## src/rtl/bsearch_ctrl.sv

```systemverilog
// Binary-search sequencing controller: steps an external LOW/HIGH/MID datapath over a sorted RAM.
// Optional macro BSEARCH_PIPE_READ_EN stretches WAIT to two cycles for a registered-output RAM.
//
// state | meaning
// IDLE  | waiting for start; result held
// INIT  | dp_rst pulse, shadow bounds reset
// WAIT  | RAM read latency (1 or 2 cycles)
// CMP   | compare currA with target, decide hit / empty / step
// STEP  | one lookUp or lookDown pulse
// DONE  | one-cycle done pulse
module bsearch_ctrl #(
    parameter int DW = 8,
    parameter int AW = 5
) (
    input  logic          clk,
    input  logic          rst,
    input  logic          start,
    input  logic [DW-1:0] A,
    input  logic [DW-1:0] currA,
    input  logic [AW-1:0] A_addr,
    output logic          dp_rst,
    output logic          lookUp,
    output logic          lookDown,
    output logic          busy,
    output logic          done,
    output logic          found,
    output logic [AW-1:0] loc
);

`ifdef BSEARCH_PIPE_READ_EN
    localparam int WAIT_CYC = 2;
`else
    localparam int WAIT_CYC = 1;
`endif
    localparam logic [0:0]  WAIT_LD = 1'(WAIT_CYC - 1);
    localparam logic [AW:0] HI_MAX  = {1'b0, {AW{1'b1}}};

    typedef enum logic [2:0] {
        S_IDLE, S_INIT, S_WAIT, S_CMP, S_STEP, S_DONE
    } state_t;

    state_t        state_q, state_d;
    logic [DW-1:0] tgt_q, tgt_d;
    logic [AW:0]   lo_q, lo_d, hi_q, hi_d;
    logic          up_q, up_d;
    logic [0:0]    wait_q, wait_d;
    logic          found_q, found_d;
    logic [AW-1:0] loc_q, loc_d;

    logic [AW:0]   lo_n, hi_n;
    logic          empty;

    always_ff @(posedge clk) begin
        if (rst) begin
            state_q <= S_IDLE;
            tgt_q   <= '0;
            lo_q    <= '0;
            hi_q    <= '0;
            up_q    <= 1'b0;
            wait_q  <= '0;
            found_q <= 1'b0;
            loc_q   <= '0;
        end else begin
            state_q <= state_d;
            tgt_q   <= tgt_d;
            lo_q    <= lo_d;
            hi_q    <= hi_d;
            up_q    <= up_d;
            wait_q  <= wait_d;
            found_q <= found_d;
            loc_q   <= loc_d;
        end
    end

    // Guard bit: A_addr-1 at 0 underflows into bit AW, A_addr+1 at max lands above any hi.
    always_comb begin
        lo_n = lo_q;
        hi_n = hi_q;
        if (currA < tgt_q)
            lo_n = {1'b0, A_addr} + {{AW{1'b0}}, 1'b1};
        else if (currA > tgt_q)
            hi_n = {1'b0, A_addr} - {{AW{1'b0}}, 1'b1};
        empty = hi_n[AW] | (lo_n > hi_n);
    end

    always_comb begin
        state_d = state_q;
        tgt_d   = tgt_q;
        lo_d    = lo_q;
        hi_d    = hi_q;
        up_d    = up_q;
        wait_d  = wait_q;
        found_d = found_q;
        loc_d   = loc_q;
        case (state_q)
            S_IDLE: begin
                if (start) begin
                    tgt_d   = A;
                    found_d = 1'b0;
                    state_d = S_INIT;
                end
            end
            S_INIT: begin
                lo_d    = '0;
                hi_d    = HI_MAX;
                wait_d  = WAIT_LD;
                state_d = S_WAIT;
            end
            S_WAIT: begin
                if (wait_q == '0)
                    state_d = S_CMP;
                else
                    wait_d = wait_q - 1'b1;
            end
            S_CMP: begin
                if (currA == tgt_q) begin
                    found_d = 1'b1;
                    loc_d   = A_addr;
                    state_d = S_DONE;
                end else if (empty) begin
                    found_d = 1'b0;
                    state_d = S_DONE;
                end else begin
                    up_d    = (currA < tgt_q);
                    lo_d    = lo_n;
                    hi_d    = hi_n;
                    state_d = S_STEP;
                end
            end
            S_STEP: begin
                wait_d  = WAIT_LD;
                state_d = S_WAIT;
            end
            S_DONE:  state_d = S_IDLE;
            default: state_d = S_IDLE;
        endcase
    end

    // Pulses are masked by rst so a reset mid-search issues no step or done.
    assign dp_rst   = rst | (state_q == S_INIT);
    assign lookUp   = ~rst & (state_q == S_STEP) & up_q;
    assign lookDown = ~rst & (state_q == S_STEP) & ~up_q;
    assign done     = ~rst & (state_q == S_DONE);
    assign busy     = (state_q != S_IDLE);
    assign found    = found_q;
    assign loc      = loc_q;

endmodule

```

## config.mk

```make
export PLATFORM = sky130hd
export DESIGN_NAME = bsearch_ctrl
export DESIGN_NICKNAME = d
export VERILOG_FILES = /design/src/rtl/bsearch_ctrl.sv
export SDC_FILE = /design/constraint.sdc
export NUM_CORES = 1
export LEC_CHECK = 0
export ABC_AREA = 1
export BUFFER_PORTS_ARGS = -buffer_cell sky130_fd_sc_hd__buf_2
export CAP_MARGIN = 20
export CORE_MARGIN = 3
export CORE_UTILIZATION = 52
export CTS_BUF_LIST = sky130_fd_sc_hd__clkbuf_4
export CTS_CLUSTER_SIZE = 30
export DETAILED_ROUTE_END_ITERATION = 10
export PLACE_DENSITY_LB_ADDON = 0.15
export SETUP_SLACK_MARGIN = 0.15
export SYNTH_ARGS = -nofsm -noshare
export SYNTH_HDL_FRONTEND = slang
export SYNTH_SLANG_ARGS = --single-unit
```

## constraint.sdc

```tcl
create_clock -name clk -period 2.75 [get_ports clk]
set_input_delay 0.1375 -clock clk [delete_from_list [all_inputs] [get_ports clk]]
set_output_delay 0.1375 -clock clk [all_outputs]
set_load 0.02 [all_outputs]
```

Word level (Yosys, flattened, before mapping)
Cells that the tools add are included.
{"block": "totals", "reg_bits": 31, "out_inout_bits": 11, "inputBits": 24, "wordCells": 67}
{"block": "classes", "n_addsub": 3, "bitwise": 10, "n_mux": 20, "eq_ne": 11, "reduce_logical": 12, "magnitude_cmp": 3}
{"op": "$mux 6", "count": 7}
{"op": "$pmux 6 s2", "count": 2}
{"op": "$pmux 3 s4", "count": 1}
{"op": "$reduce_and 3->1", "count": 3}
{"op": "$eq 8x8->1", "count": 1}
{"op": "$gt 8x8->1", "count": 1}
{"op": "$lt 8x8->1", "count": 1}
{"op": "$ne 2x2->1 const B", "count": 4}
{"op": "$add 5x1->6 const B", "count": 1}
{"op": "$eq 3x2->1 const B", "count": 2}
{"op": "$eq 3x3->1 const B", "count": 2}
{"op": "$gt 6x6->1", "count": 1}
{"op": "$mux 1", "count": 6}
{"op": "$mux 3", "count": 2}
{"op": "$reduce_and 2->1", "count": 3}
{"op": "$reduce_bool 2->1", "count": 3}
{"op": "$sub 5x1->6 const B", "count": 1}
{"op": "$and 1x1->1", "count": 4}
{"op": "$not 1->1", "count": 4}
{"op": "$pmux 1 s2", "count": 2}
{"op": "$eq 3x1->1 const B", "count": 1}
{"op": "$logic_not 3->1", "count": 1}
{"op": "$ne 3x3->1 const B", "count": 1}
{"op": "$reduce_bool 3->1", "count": 1}
{"op": "3 further kinds", "count": 4}

Logic depth before layout (Yosys ltp)
Gate-level depths: netlist (run 1).
{"block": "logic_depth", "ltp_word": 8, "mapped_depth": 27, "ltp_nobuf": 25}

Worst setup path after synthesis (run 1)
No wires, ideal clock.
{"block": "synth_path", "path_kind": "register -> register", "start": "reg tgt_q[7]", "end": "reg lo_q[0]", "slack_ns": 0.125, "stages_incl_launch_ff": 21, "n_path_buf": 1, "required_time_ns": 2.641, "period_less_slack_ns": 2.625, "arrival_time_ns": 2.516, "setup_time_ns": 0.109, "cell_sequence": "dfxtp_1 inv_1 ha_1 nand2_1 nor2_2 nand2_1 nand2_4 nand2_4 buf_6 nor2_1 a21oi_2 ha_1 nand2_1 nor2_1 nand3_1 a21oi_2 nand4_4 nand2_2 nand2_1 nand2_1 inv_1"}
{"block": "synth_between", "elab_chain_cells": 7, "word_cells_on_any_way": 14, "cone_classes": "order compare (3); eq/ne (3); mux (6); bitwise (1); reduce/logical (1)"}
{"element": "start: declaration", "line_no": "43", "text": "logic [DW-1:0] tgt_q, tgt_d;"}
{"element": "start signal: assignment", "line_no": "65", "text": "tgt_q <= tgt_d;"}
{"element": "$gt 8x8->1", "line_no": "81", "text": "else if (currA > tgt_q)"}
{"element": "$mux 6", "line_no": "81"}
{"element": "$mux 6", "line_no": "79", "text": "if (currA < tgt_q)"}
{"element": "$gt 6x6->1", "line_no": "83", "text": "empty = hi_n[AW] | (lo_n > hi_n);"}
{"element": "$or 1x1->1", "line_no": "83"}
{"element": "$ne 2x2->1 (no line)"}
{"element": "$reduce_and 3->1 (no line)"}
{"element": "end signal: assignment", "line_no": "66", "text": "lo_q <= lo_d;"}
{"element": "end: declaration", "line_no": "44", "text": "logic [AW:0] lo_q, lo_d, hi_q, hi_d;"}
Several ways; a longest one is shown, not always the timed one. The select of a mux whose other input is x is not followed.
A chain may end at the register's enable or synchronous reset.

Worst setup path after layout (run 1)
{"block": "layout_path", "start": "reg tgt_q[2]", "end": "reg lo_q[1]"}
Same word-level chain as after synthesis.

==> flow_summary.yaml, run 1 <==
sta:
  fin_ws_ps: -102
  fmax_mhz: 351
  rsz0062_at_grt: "yes"
  skew_ps: 18.9
  hold_viol: 0
  finalSetupViolations: 14
  min_period_ps: 2850
  relSlewSlack: 0.636
  finalCritPeriodShare: 1.04
  finalMaxSlewViolations: 0
  worst_slew_pin_slew_ps: 544
logic_synthesis:
  post-synth-top-area-cell: "dfxtp_1"
  synth-seq-cells: 30
  synth_top_family_by_area: "simple AND/OR/NAND/NOR gates"
  synthSimpleGateAreaFrac: 0.319
  netlist.area_leader.share: 0.304
  yosysWarnings: 0
  synth_compound_area_frac: 0.122
  postSynthCellCount: 289
  syn-num-nets: 329
  synth-main-ff-cell: "dfxtp_1"
  synth-adder-area-share: 0.101
  synthXorXnorAreaFrac: 0.0266
  synth.area.top_cells: "dfxtp_1 (30%), nand2_1 (13%), ha_1 (10%)"
  synth_edf_count: 0
  synthMuxAreaShare: 0
  syn_area_um2: 1970
  yosysSeqAreaShare: 0.304
  synthArstFlopShare: 0
  syn_avg_cell_area_um2: 6.83
  synth_cell_types: 29
final_layout:
  finalNonFillerCells: 391
  fin_area_um2: 2680
  layout_common_cells: "nand2_1 (57), inv_1 (38), buf_2 (35)"
  final_core_util: 0.765
  drive_gt1_frac: 0.377
  area_growth_pct: 35.5
  final_common_cell: "nand2_1"
  nets: 384
  antenna_cells: 0
place:
  numPortBuffers: 34
  hpwl_um: 3190
  placed_cell_area_um2: 2190
  dp.cells: 366
  gp_congestion: 0.834
clock_tree:
  clkSinkCount: 30
  root_buffer: "clkbuf_4"
  clk_pin_slew_ps: 110
  h-tree-depth: 2
  ctsLongestPathBuffers: 2
  cts_tree: "done"
  worst_skew_pair.late_latency_ps: 350
  cts_buffers: 5
worst_setup_path:
  cp_slowest_cell: "dfxtp_1"
  crit_family: "simple AND/OR/NAND/NOR gates"
  worstSetupPathType: "flip-flop to flip-flop"
  r2r_cells: 20
  r2r-end: "lo_q[1]"
  path_cells: "inv_1 -> ha_1 -> nand2_1 -> inv_1 -> nand2_1 -> nand2_1 -> nand2_2 -> nand2_8 -> inv_4 -> nand3_1 -> o21ai_2 -> ha_4 -> a21oi_1 -> nand3_2 -> a21oi_4 -> nand4_4 -> nand2_4 -> nand2_2 -> nand2_1 -> inv_1"
  path_buf_inv: 4
  crit_arrival_ps: 3090
  crit_required_ps: 2990
  crit_path_max_incr_delay_ps: 330
  start_kind: "flip-flop"
  cp_common_cell: "nand2_1"
  reg2reg_from: "tgt_q[2]"
  rrSetupSlack_ps: -100
  crit_fanout: 6
  endpoint_kind: "flip-flop"
route:
  via_per_inst: 5.24
  routed_wl_um: 5560
  drt_iter0_markers: 135
  vias: 2049
  wl_per_cell_um: 14.2
  drtPass1Iterations: 4
  antenna_left: 0
  drc: 0
status:
  violations: "setup timing"
  outcome: "finished, violations left"
grt:
  grt_max_degree: 19
  grt_pass1_vias: 1690
  grt_pass1_wl_um: 7650
  grt_use_total: 0.225
  grt_overflow: 0
  antenna_found_initial: 0
die:
  die_w_um: 67.6
  die_h_um: 67.6
  start_util: 0.565
  io_pins: 35
  rows: 21
  fp.dieArea_um2: 4570
  coreArea_um2: 3490
hold_path:
  hold_class: "input port to flip-flop"
  hp-start: "rst"
  holdPathEnd: "loc[1]"
  min_delay_path_depth: 2
power_and_ir_drop:
  power_per_cell_area_nw_per_um2: 960
  leakagePower_uw: 0.00129
  peakVddDrop_uv: 534
run:
  maxCapViolations: 0
[how the worst max path moves through the flow]
stage / from / end / slack (ps) / cells past startpoint
detailed placement: tgt_q[3] / lo_q[2] / -90 / 21
global placement: tgt_q[7] / lo_q[1] / -5 / 19
global route: tgt_q[2] / lo_q[1] / -270 / 22
finish: tgt_q[2] / lo_q[1] / -100 / 20
CTS: tgt_q[2] / found / 50 / 21
floorplan: tgt_q[7] / lo_q[0] / 170 / 20
[timing repair]
action | 4_1_cts | 5_1_grt
resized for setup | 33 | 29
hold buffers | 0 | 0
setup endpoints to repair | 15 | 15
pin swaps | 21 | 29
buffers inserted | 12 | 1
cloned | 3 | 1
[per-stage QoR]
| step | TNS, ps | total power (µW) | hold WS (ps) | setup WS (ps) |
|---|---|---|---|---|
| 2_1_floorplan | 0 | 1460 | 302 | 170 |
| 3_3_place_gp | -4.68 | 1650 | 418 | -4.68 |
| 3_5_place_dp | -547 | 1660 | 426 | -85.1 |
| 4_1_cts | 0 | 2240 | 58.9 | 48.7 |
| 5_1_grt | -3100 | 2750 | 92.0 | -274 |
| 6_report | -664 | 2570 | 72.2 | -102 |
[layer usage]
metal  up-vias  GRT usage  part of all wire
met4         0     0.0911             0.021
met5         -          0                 0
met1       948      0.302              0.43
met2        61      0.355              0.49
met3        14     0.0399             0.050
li1       1026          -                 -
[cell families after synthesis]
family | Yosys count
adder cells (fa/ha/maj) | 16
AND/OR/NAND/NOR | 137
AO/OA/AOI/OAI | 43
buffers and inverters | 57
flip-flops | 30
XOR/XNOR | 6
[synthesized netlist by cell type (all sizes together), types with 3 or more instances]
library cell  count
nand2            77
inv              48
clkbuf            3
nand3            25
a21oi            22
nor2             29
xor2              4
o21ai            18
buf               6
ha               16
dfxtp            30
[final cells by class]
type                    count  area [µm²]
fillers                   257         820
inverters                  48         183
multi-input cells         205        1460
clock buffers               5        37.5
well taps                  46        57.6
repair buffers             54         325
flip-flops and latches     30         601
clock inverters             3        11.3
[sequential cells by signal (all words and copies together) (netlist names)]
| signal | cells |
|---|---|
| lo_q | 6 |
| hi_q | 6 |
| tgt_q | 8 |
| state_q | 3 |
| loc | 5 |
| up_q | 1 |
| found | 1 |
[where the power goes]
group | switching, µW | internal (µW) | total (µW)
sequential | 70.2 | 556 | 626
combinational | 971 | 718 | 1690
clock | 163 | 90.9 | 254
Note: power is estimated with default switching activity, not from simulation.
==> inputs of run 2 (changes only) <==
REMOVE_ABC_BUFFERS = 1   (was default)
==> flow_summary.yaml, run 2 (same netlist as run 1, synthesis figures left out) <==
status:
  outcome: "finished, violations left"
  violations: "setup timing"
sta:
  hold_ws_ps: 73.6
  hold_viol: 0
  finalCritPeriodShare: 1.05
  finalMaxSlewViolations: 0
  rsz0062_at_grt: "yes"
  worst_slew_pin_slew_ps: 532
  skew_ps: 16.9
  fmax_mhz: 346
  min_period_ps: 2890
  finalSetupViolations: 15
  fin_ws_ps: -143
  relSlewSlack: 0.645
clock_tree:
  clk_pin_slew_ps: 100
  root_buffer: "clkbuf_4"
  worst_skew_pair.late_latency_ps: 340
  cts_buffers: 5
  ctsLongestPathBuffers: 2
  h-tree-depth: 2
  cts_tree: "done"
  clkSinkCount: 30
route:
  vias: 1999
  drtPass1Iterations: 4
  antenna_left: 0
  routed_wl_um: 5340
  drc: 0
  wl_per_cell_um: 13.7
  drt_iter0_markers: 165
  via_per_inst: 5.11
worst_setup_path:
  start_kind: "flip-flop"
  cp-startpoint: "tgt_q[7]"
  cp_common_cell: "nand2_1"
  crit_required_ps: 2980
  path_buf_inv: 2
  cp_slowest_cell: "dfxtp_1"
  crit_fanout: 6
  endpoint_kind: "flip-flop"
  crit_arrival_ps: 3120
  reg2reg_from: "tgt_q[7]"
  crit_path_max_incr_delay_ps: 330
  crit_family: "simple AND/OR/NAND/NOR gates"
  worstSetupPathType: "flip-flop to flip-flop"
  path_cells: "inv_2 -> ha_4 -> nand2_2 -> nor2_1 -> nor2_4 -> nand2_8 -> nand2_8 -> nor2_2 -> a21oi_2 -> ha_1 -> nand2_2 -> nor2_4 -> nand2_1 -> nand3_2 -> a21oi_4 -> nand4_4 -> nand2_4 -> nand2_1 -> nand2_1 -> inv_1"
final_layout:
  nets: 384
  seq_area_um2: 602
  final_common_cell: "nand2_1"
  antenna_cells: 0
  drive_gt1_frac: 0.400
  fillers: 237
  largest-register: "tgt_q"
  area_growth_pct: 37.9
  largest_register_ff_count: 8
  final_core_util: 0.779
  multiInputGateArea_um2: 1460
  layout_common_cells: "nand2_1 (58), inv_1 (36), buf_2 (34)"
  biggestRegsByFlops: "tgt_q: 8 flops, hi_q: 6 flops, lo_q: 6 flops"
power_and_ir_drop:
  peakVddDrop_uv: 798
  power_per_cell_area_nw_per_um2: 993
  leakagePower_uw: 0.00133
place:
  hpwl_um: 3240
  numPortBuffers: 34
  gp_congestion: 0.877
die:
  start_util: 0.565
  rows: 21
  io_pins: 35
  coreArea_um2: 3490
  fp.dieArea_um2: 4570
  die_w_um: 67.6
  die_h_um: 67.6
grt:
  grt_max_degree: 19
  grt_pass1_wl_um: 8370
  grt_pass1_vias: 1910
  grt_overflow: 0
  antenna_found_initial: 0
  grt_use_total: 0.239
hold_path:
  hold_class: "input port to flip-flop"
  hp-start: "A[6]"
run:
  maxCapViolations: 0
run 2: cell count changes in the layout (fill, tap and decap cells not counted), sizes merged:
cell    delta
bufinv     +1
clkbuf     +2
clkinv     -3
run 2: cell type report:
class / count / area share
multi-input combinational: 205 / 0.536
sequential: 30 / 0.221
clock inverter: 1 / 0.0110
timing repair buffer: 54 / 0.125
tap: 46 / 0.0211
inverter: 48 / 0.0671
clock buffer: 7 / 0.0193
run 2: timing repair:
action | CTS | global route
gates resized for setup | 40 | 32
setup buffers | 4 | 2
hold buffers | 0 | 0
gates cloned | 3 | 1
pin swaps | 27 | 18
endpoints found under the setup margin | 15 | 15
run 2: report_power, final:
part	switching [µW]	internal, µW
Combinational	975	734
Clock	151	212
Sequential	76.1	557
Total	1200	1500
run 2: worst register-to-register path: stages, from the launching register on:
cell and delay, ps:
dfxtp_1 330, inv_2 50, ha_4 260, nand2_2 70, nor2_1 180, nor2_4 70
nand2_8 130, nand2_8 90, nor2_2 130, a21oi_2 70, ha_1 320, nand2_2 120
nor2_4 50, nand2_1 80, nand3_2 100, a21oi_4 210, nand4_4 200, nand2_4 140
nand2_1 70, nand2_1 70, inv_1 40
run 2: metal layers:
layer	GRT usage	vias up	part of all wire
li1	-	1023	-
met1	0.298	887	0.44
met2	0.385	64	0.46
met3	0.0449	25	0.056
met4	0.127	0	0.042
met5	0	-	0
run 2: through the flow:
step                      area, µm²  setup WS, ps  power, µW  instances  TNS [ps]
after floorplan                1910          23.4       1400        280         0
after global placement         2230         -70.9       1680        373      -362
after detailed placement       2230          -128       1690        373      -876
after CTS                      2580          34.5       2390        388         0
after global routing           2720          -264       2890        391     -3340
final                          2720          -143       2700        391     -1410
run 2: final timing paths:
check | to | slack (ps) | cells after the start
max | lo_q[0] | -140 | 20
min reg2reg | tgt_q[0] | 460 | 2
max reg2reg | lo_q[0] | -140 | 20
min | tgt_q[6] | 70 | 3
==> inputs of run 3 (changes only) <==
CELL_PAD_IN_SITES_DETAIL_PLACEMENT = 0   (was default)
CELL_PAD_IN_SITES_GLOBAL_PLACEMENT = 1   (was default)
CORE_UTILIZATION = 37   (was 52)
==> flow_summary.yaml, run 3 (same netlist as run 1, synthesis figures left out) <==
status:
  outcome: "finished, violations left"
  violations: "setup timing"
place:
  gp_congestion: 0.850
  dp.cells: 402
  dpl_worst_slack_ps: -167
  hpwl_um: 3600
  placed_cell_area_um2: 2330
  numPortBuffers: 34
die:
  die_h_um: 79.1
  rows: 25
  die_w_um: 79.1
  start_util: 0.399
  fp.dieArea_um2: 6250
  io_pins: 35
  coreArea_um2: 4940
clock_tree:
  ctsLongestPathBuffers: 2
  cts_tree: "done"
  clkSinkCount: 30
  h-tree-depth: 2
  root_buffer: "clkbuf_4"
  clk_pin_slew_ps: 100
  cts_buffers: 5
  worst_skew_pair.late_latency_ps: 340
route:
  drc: 0
  wl_per_cell_um: 13.7
  routed_wl_um: 5870
  drtPass1Iterations: 4
  drt_iter0_markers: 125
  antenna_left: 0
  via_per_inst: 4.76
  vias: 2038
worst_setup_path:
  cp-startpoint: "tgt_q[3]"
  r2r_cells: 22
  r2r-end: "hi_q[4]"
  rrSetupSlack_ps: -170
  start_kind: "flip-flop"
  crit_arrival_ps: 3200
  crit_required_ps: 3030
  crit_fanout: 5
  reg2reg_from: "tgt_q[3]"
  critPathCapture: "hi_q[4]"
  worstSetupPathType: "flip-flop to flip-flop"
  endpoint_kind: "flip-flop"
sta:
  fin_ws_ps: -166
  hold_viol: 0
  fmax_mhz: 343
  finalSetupViolations: 15
  finalCritPeriodShare: 1.06
  relSlewSlack: 0.602
  finalMaxSlewViolations: 0
  min_period_ps: 2920
  hold_ws_ps: 69.0
  rsz0062_at_grt: "yes"
  worst_slew_pin_slew_ps: 593
  skew_ps: 12.1
final_layout:
  biggestRegsByFlops: "tgt_q: 8 flops, hi_q: 6 flops, lo_q: 6 flops"
  finalNonFillerCells: 428
  fin_area_um2: 2990
  antenna_cells: 0
  drive_gt1_frac: 0.476
  nets: 400
  largest_register_ff_count: 8
  final_common_cell: "nand2_1"
  largest-register: "tgt_q"
  layout_common_cells: "nand2_1 (50), buf_2 (34), inv_1 (33)"
  area_growth_pct: 51.5
power_and_ir_drop:
  swShare: 0.446
  pwr-share-clk: 0.090
  power_per_cell_area_nw_per_um2: 982
  p_switching_uw: 1310
  leakagePower_uw: 0.00141
  seq_power_share: 0.217
  peakVddDrop_uv: 572
  total_power_uw: 2940
  combPwrFrac: 0.693
  power.internal_uw: 1630
grt:
  grt_use_total: 0.198
  grt_pass1_wl_um: 9650
  grt_overflow: 0
  grt_max_degree: 19
  grt_pass1_vias: 2063
  antenna_found_initial: 0
run:
  maxCapViolations: 0
hold_path:
  hold_class: "input port to flip-flop"
-- run 3: cell types whose count changed in the layout (fill, tap and decap cells not counted), sizes merged --
cell | previous run | this run
buf | 54 | 71
clkinv | 0 | 2
bufinv | 1 | 0
clkbuf | 7 | 6
nand2 | 79 | 78
-- run 3: cell type report --
type	count	area [µm²]
timing repair buffer	71	523
clock buffer	6	45.0
clock inverter	2	8.76
fill	483	1950
tap	67	83.8
multi-input combinational	204	1540
sequential	30	609
inverter	48	183
-- run 3: how the worst min path moves through the flow --
stage / to / start / cells past startpoint / slack (ps)
2_1_floorplan: loc[0] / rst / 1 / 210
3_3_place_gp: tgt_q[0] / A[0] / 3 / 410
3_5_place_dp: tgt_q[0] / A[0] / 3 / 430
4_1_cts: tgt_q[0] / A[0] / 3 / 70
5_1_grt: tgt_q[6] / A[6] / 3 / 80
6_report: tgt_q[0] / A[0] / 3 / 70
-- run 3: layer usage --
layer / vias up / track usage / part of all wire
met5: - / 0 / 0
met4: 0 / 0.0756 / 0.026
met3: 13 / 0.0420 / 0.030
met2: 32 / 0.337 / 0.49
met1: 931 / 0.243 / 0.45
li1: 1062 / - / -
-- run 3: through the flow --
stage / util / setup TNS, ps
2_1_floorplan: - / 0
3_3_place_gp: 0.472 / -509
3_5_place_dp: 0.472 / -1390
4_1_cts: 0.576 / -240
5_1_grt: 0.605 / -3770
6_report: 0.605 / -1660
-- run 3: critical path: stages (launching register included) --
cell	delay, ps
dfxtp_2	330
inv_2	40
ha_4	260
nand2_2	50
inv_1	40
nand2_1	50
nand2_1	60
nand2_2	60
nand2_4	100
buf_8	140
buf_6	110
nand3_4	60
and2_4	190
ha_4	280
nand2_4	50
nor2_4	130
nand3_4	90
a21oi_4	210
buf_6	130
nand4_4	140
nand3_2	130
nand2_2	60
nor2_2	110
-- run 3: repair_timing --
item | 4_1_cts | 5_1_grt
setup endpoints to repair | 15 | 15
setup buffers | 10 | 5
resized for setup | 69 | 32
cloned | 3 | 0
pin swaps | 41 | 27
hold buffers | 0 | 0
-- run 3: power groups by stage --
stage / combinational, µW / clock, µW / sequential (µW)
finish: 2040 / 264 / 637
global route: 2220 / 298 / 651
CTS: 1780 / 271 / 631
detailed placement: 1170 / 0 / 628
global placement: 1170 / 0 / 627
floorplan: 781 / 0 / 616
